--- config.mk ---
export PLATFORM = sky130hd
export DESIGN_NAME = float_mul
export DESIGN_NICKNAME = d
export VERILOG_FILES = /design/src/rtl/fp_pkg.sv /design/src/rtl/mant_mul_seq.sv /design/src/rtl/float_mul.sv
export SDC_FILE = /design/constraint.sdc
export NUM_CORES = 1
export LEC_CHECK = 0
export ABC_AREA = 1
export BUFFER_PORTS_ARGS = -buffer_cell sky130_fd_sc_hd__buf_2
export CORE_UTILIZATION = 45
export CTS_BUF_LIST = sky130_fd_sc_hd__clkbuf_4 sky130_fd_sc_hd__clkbuf_8 sky130_fd_sc_hd__clkbuf_16
export DETAILED_ROUTE_END_ITERATION = 6
export PLACE_DENSITY = 0.66
export SLEW_MARGIN = 30
export SYNTH_ARGS = -nofsm -noshare
export SYNTH_HDL_FRONTEND = slang
export SYNTH_SLANG_ARGS = --single-unit
--- constraint.sdc ---
create_clock -name clk -period 9.8 [get_ports clk]
set_input_delay 2.45 -clock clk [delete_from_list [all_inputs] [get_ports clk]]
set_output_delay 2.45 -clock clk [all_outputs]
set_load 0.02 [all_outputs]
--- src/rtl/fp_pkg.sv ---
// Shared floating-point constants, status encodings and FSM state type
// for the MyALU float_mul / float_div units.
package fp_pkg;

  localparam int EXP_W   = 8;
  localparam int MANT_W  = 24;
  localparam int BIAS    = 127;
  localparam int EXP_MAX = 255;

  localparam logic [1:0] YC_OK  = 2'b00;
  localparam logic [1:0] YC_OVF = 2'b01;
  localparam logic [1:0] YC_UNF = 2'b10;

  typedef enum logic [1:0] {
    ST_IDLE,
    ST_MUL,
    ST_NORM,
    ST_DONE
  } fsm_state_t;

  typedef struct packed {
    logic [1:0]  yc;
    logic [31:0] z;
  } fp_res_t;

endpackage

--- src/rtl/mant_mul_seq.sv ---
// Sequential shift-add mantissa multiplier: one multiplier bit per clock,
// W cycles after load, then a one-cycle valid pulse with the 2W-bit product.
module mant_mul_seq
  import fp_pkg::*;
#(
  parameter int W = MANT_W
) (
  input  logic           clk,
  input  logic           rst,
  input  logic           load,
  input  logic [W-1:0]   a,
  input  logic [W-1:0]   b,
  output logic           valid,
  output logic [2*W-1:0] product
);

  localparam int CNT_W = $clog2(W);

  logic [W-1:0]     a_q, a_d;
  logic [W-1:0]     b_q, b_d;
  logic [2*W-1:0]   prod_q, prod_d;
  logic [CNT_W-1:0] cnt_q, cnt_d;
  logic             run_q, run_d;
  logic             valid_q, valid_d;

  always_comb begin
    a_d     = a_q;
    b_d     = b_q;
    prod_d  = prod_q;
    cnt_d   = cnt_q;
    run_d   = run_q;
    valid_d = 1'b0;
    if (load) begin
      a_d    = a;
      b_d    = b;
      prod_d = '0;
      cnt_d  = '0;
      run_d  = 1'b1;
    end else if (run_q) begin
      if (b_q[cnt_q]) begin
        prod_d = prod_q + ({{W{1'b0}}, a_q} << cnt_q);
      end
      if (cnt_q == CNT_W'(W - 1)) begin
        run_d   = 1'b0;
        valid_d = 1'b1;
      end else begin
        cnt_d = cnt_q + 1'b1;
      end
    end
  end

  always_ff @(posedge clk) begin
    a_q <= a_d;
    b_q <= b_d;
  end

  always_ff @(posedge clk) begin
    if (rst) begin
      prod_q  <= '0;
      cnt_q   <= '0;
      run_q   <= 1'b0;
      valid_q <= 1'b0;
    end else begin
      prod_q  <= prod_d;
      cnt_q   <= cnt_d;
      run_q   <= run_d;
      valid_q <= valid_d;
    end
  end

  assign valid   = valid_q;
  assign product = prod_q;

endmodule

--- src/rtl/float_mul.sv ---
// Multi-cycle IEEE-754 single-precision multiplier with start/done handshake.
// Unpacks operands, runs the sequential mantissa multiplier, then normalizes and packs.
module float_mul
  import fp_pkg::*;
(
  input  logic        clk,
  input  logic        rst,
  input  logic        start,
  input  logic [31:0] ix,
  input  logic [31:0] iy,
  output logic [31:0] oz,
  output logic [1:0]  Yichu,
  output logic        busy,
  output logic        done
);

  localparam int PW = 2 * MANT_W;
  localparam int FW = MANT_W - 1;
  localparam logic signed [9:0] E_BIAS = 10'(BIAS);
  localparam logic signed [9:0] E_SAT  = 10'(EXP_MAX);

  fsm_state_t       state_q;
  logic             sign_q, sign_d;
  logic             zero_q, zero_d;
  logic             inf_q, inf_d;
  logic [EXP_W-1:0] ex_q, ex_d;
  logic [EXP_W-1:0] ey_q, ey_d;
  logic [31:0]      oz_q;
  logic [1:0]       yichu_q;
  logic             busy_q;
  logic             done_q;

  logic             accept;
  logic             mul_valid;
  logic [PW-1:0]    prod;
  logic signed [9:0] e_norm;
  logic [FW-1:0]    mant_norm;
  fp_res_t          res;
  logic             unused_prod_lsbs;

  assign accept = (state_q == ST_IDLE) && start;

  mant_mul_seq #(.W(MANT_W)) u_mant (
    .clk     (clk),
    .rst     (rst),
    .load    (accept),
    .a       ({1'b1, ix[FW-1:0]}),
    .b       ({1'b1, iy[FW-1:0]}),
    .valid   (mul_valid),
    .product (prod)
  );

  // Zero wins over Inf; NaN is folded into Inf, denormals into zero.
  function automatic fp_res_t pack_result(input logic s, input logic z, input logic inf,
                                          input logic signed [9:0] e,
                                          input logic [FW-1:0] m);
    fp_res_t r;
    if (z) begin
      r.yc = YC_OK;
      r.z  = {s, 31'b0};
    end else if (inf || (e >= E_SAT)) begin
      r.yc = YC_OVF;
      r.z  = {s, 8'hFF, 23'b0};
    end else if (e <= 10'sd0) begin
      r.yc = YC_UNF;
      r.z  = {s, 31'b0};
    end else begin
      r.yc = YC_OK;
      r.z  = {s, e[EXP_W-1:0], m};
    end
    return r;
  endfunction

  always_comb begin
    sign_d = sign_q;
    zero_d = zero_q;
    inf_d  = inf_q;
    ex_d   = ex_q;
    ey_d   = ey_q;
    if (accept) begin
      sign_d = ix[31] ^ iy[31];
      ex_d   = ix[30:23];
      ey_d   = iy[30:23];
      zero_d = (ix[30:23] == '0) || (iy[30:23] == '0);
      inf_d  = (ix[30:23] == EXP_W'(EXP_MAX)) || (iy[30:23] == EXP_W'(EXP_MAX));
    end
  end

  always_ff @(posedge clk) begin
    sign_q <= sign_d;
    zero_q <= zero_d;
    inf_q  <= inf_d;
    ex_q   <= ex_d;
    ey_q   <= ey_d;
  end

  // Normalize: product of two [1,2) mantissas lies in [1,4); truncating round.
  always_comb begin
    e_norm = $signed({2'b00, ex_q}) + $signed({2'b00, ey_q}) - E_BIAS;
    if (prod[PW-1]) begin
      e_norm    = e_norm + 10'sd1;
      mant_norm = prod[PW-2 -: FW];
    end else begin
      mant_norm = prod[PW-3 -: FW];
    end
    res = pack_result(sign_q, zero_q, inf_q, e_norm, mant_norm);
  end

  assign unused_prod_lsbs = ^prod[PW-MANT_W-2:0];

  always_ff @(posedge clk) begin
    if (rst) begin
      state_q <= ST_IDLE;
      oz_q    <= '0;
      yichu_q <= YC_OK;
      busy_q  <= 1'b0;
      done_q  <= 1'b0;
    end else begin
      done_q <= 1'b0;
      case (state_q)
        ST_IDLE: begin
          if (start) begin
            busy_q  <= 1'b1;
            state_q <= ST_MUL;
          end
        end
        ST_MUL: begin
          if (mul_valid) state_q <= ST_NORM;
        end
        ST_NORM: begin
          oz_q    <= res.z;
          yichu_q <= res.yc;
          done_q  <= 1'b1;
          busy_q  <= 1'b0;
          state_q <= ST_DONE;
        end
        ST_DONE: begin
          state_q <= ST_IDLE;
        end
        default: state_q <= ST_IDLE;
      endcase
    end
  end

  assign oz    = oz_q;
  assign Yichu = yichu_q;
  assign busy  = busy_q;
  assign done  = done_q;

endmodule

==> results_dict.tcl <==
set metrics [dict create \
    port_buffers 102 \
    die_area_um2 25950 \
    period_needed_ps 4609 \
    critPathSlowestCell "o21ai_0" \
    gr-total-overflow 0 \
    finalHoldViolCount 0 \
    drt-initial-drc-count 960 \
    critPathMaxStageDelay_ps 570 \
    synth_edf_count 65 \
    hold_class "reg2reg" \
    n_antenna_cell 0 \
    final_area_um2 12620 \
    cts_hold_buf 0 \
    drc 0 \
    critPathLaunchType "flop" \
    die_x_um 161.1 \
    rsz0062_at_grt "no" \
    crit_top_cell "nand2_1" \
    clk_path_buf_depth 2 \
    yosysUniqueCellTypes 52 \
    placed_area_um2 12070 \
    regToRegSetupSlack_ps 5190 \
    grt_first_pass_wirelength_mm 53.56 \
    cp.buffers_inverters 5 \
    synthCells 1634 \
    yosysWarnings 0 \
    synth_top_area_share 0.1714 \
    async_reset_ff_frac 0 \
    antenna_found_initial 0 \
    cp-end-kind "flop" \
    setup_viol 0 \
    place.gp.congestion 0.9530 \
    worst_path_dominant_cell_family "simple AND/OR/NAND/NOR gates" \
    syn_avg_cell_area_um2 6.970 \
    rows 57 \
    cts_resized 0 \
    tightest_slew_ps 905.0 \
    power.density_nw_per_um2 235.6 \
    ir_drop_mv 0.1367 \
    period_share 0.4703 \
    cts_tree "yes" \
    drive_gt1_frac 0.1023 \
    grt_max_degree 83 \
    fin_tns_setup_ps 0 \
    fp.dieH_um 161.1 \
    htreeDepth 4 \
    power.leakage_nw 5.456 \
    vias_per_cell 5.536 \
    post-route-util 0.5128 \
    area_delta_synth_final_pct 10.79 \
    placedCellCount 2003 \
    finalNetCount 1835 \
    wl_per_cell_um 16.57 \
    arrival_ps 4980 \
    track_usage 0.2614 \
    use_met2 0.4022 \
    first_global_vias 10190 \
    yosys-top-cells-count "nand2_1 (347), nor2_1 (182), o21ai_0 (179)" \
    grt_use_met1 0.3666 \
    cts_root_buf "clkbuf_16" \
    ant_nets 0 \
    synth_area_um2 11390 \
    crit_path_max_fanout 38 \
    clk_latency_ps 440 \
    boundaryPins 103 \
    postCtsSetupBuffers 0 \
    vias 11270 \
    fmax_mhz 217.0 \
    required_ps 10170 \
    core-area_um2 24600 \
    slew_violations 0 \
    crit_chain "buf_4 > inv_2 > nand2_1 > nand2_1 > nand2_1 > o21ai_0 > nand2_1 > o21ai_0 > o21ai_0 > mux2i_1 > ha_1 > nand2_1 > nor2_1 > inv_1 > nor2_1 > inv_1 > nor2_1 > nand4_1 > nand3_1 > xor2_1 > o21ai_0 > inv_1" \
    status "finished, final reports clean" \
    critical_path_class "reg2reg" \
    synth-seq-area-share 0.3349 \
    hpwl_mm 26.59 \
    grt.busiest_layer "met2" \
    synth_area_leaders "edfxtp_1 (17%), dfxtp_1 (16%), nand2_1 (11%), o21ai_0 (7.9%), ha_1 (7.5%)" \
    dr.pass1.iters 7 \
    wirelength_mm 33.73 \
    synth.net_count 1771 \
    skew_ps 17.74 \
    instances_no_fill 2035 \
    cts_buffers 17 \
    yosysMostFrequentCell "nand2_1" \
    yosys.area.top_type "edfxtp_1" \
    cap_viol_max_count 0 \
    cts.sinks 158 \
    clk_pin_slew_ps 70 \
    dp_slack_ps 5444 \
    synth-main-ff-cell "dfxtp_1" \
    initial_core_util 0.4629 \
    synth_seq_cells 158 \
    relSlewSlack 0.3960 \
    fin_ws_ps 5191 \
    use_met3 0.04263 \
]
-- metrics by stage --
step | hold slack (ps) | power (mW)
after floorplan | 447.5 | 1.957
after global placement | 449.8 | 2.324
after detailed placement | 452.7 | 2.332
after CTS | 463.6 | 2.973
after global routing | 477.9 | 3.194
final | 462.4 | 2.972
-- flip-flops by register name, indices dropped and copies added (netlist names), 2 cells and up --
name and flops:
Yichu 2, u_mant.cnt_q 5, ex_q 8, u_mant.b_q 23, u_mant.product 48, state_q 2
oz 32, u_mant.a_q 23, ey_q 8
-- kinds of logic (layout without fill, tap and decap cells) --
kind of cell,after synthesis,in the layout,share of synthesized area
AO/OA/AOI/OAI,422,422,0.2013
XOR/XNOR,36,36,0.02769
adder cells (fa/ha/maj),70,70,0.07823
buffers and inverters,223,300,0.07855
flip-flops,158,158,0.3349
multiplexers,15,15,0.01318
AND/OR/NAND/NOR,710,710,0.2662
-- path summary, 6_finish.rpt --
path                                       from                  to  cells after the start
worst max register to register  u_mant.cnt_q[0]  u_mant.product[35]                     22
worst max-delay path            u_mant.cnt_q[0]  u_mant.product[35]                     22
worst min-delay path                     oz[16]              oz[16]                      2
worst min register to register           oz[16]              oz[16]                      2
-- cell type report --
cell class,instances,area (µm²)
clock buffers,19,440.4
clock inverters,13,102.6
fillers,2499,11990
inverters,156,585.6
multi-input cells,1253,6683
flip-flops and latches,158,3815
well taps,324,405.4
repair buffers,112,585.6
-- cell usage in the layout (no fill, tap or decap), drive strengths merged, types with 16 or more instances in the layout --
| cell | instances |
|---|---|
| xor2 | 16 |
| clkbuf | 19 |
| inv | 163 |
| nand4 | 56 |
| nand2 | 354 |
| nor3 | 16 |
| ha | 68 |
| nor2 | 185 |
| a21oi | 163 |
| buf | 112 |
| o21ai | 185 |
| edfxtp | 65 |
| xnor2 | 20 |
| dfxtp | 93 |
| nand3 | 86 |
-- power breakdown --
part / internal, mW / total (mW) / switching, mW
Sequential: 0.821 / 0.890 / 0.0688
Clock: 0.335 / 0.637 / 0.302
Combinational: 0.438 / 1.45 / 1.01
Total: 1.59 / 2.97 / 1.38
-- tightest hold or removal path, stage by stage, from the launching register on --
cell,delay [ps]
dfxtp_1,310
nand2_1,60
a21oi_1,50
-- routing by layer --
metal | wire length (µm) | up-vias
met1 | 15970 | 5094
met5 | 0 | -
met3 | 2214 | 61
li1 | - | 5736
met2 | 14530 | 374
met4 | 1017 | 0
(Power assumes the default switching activity.)
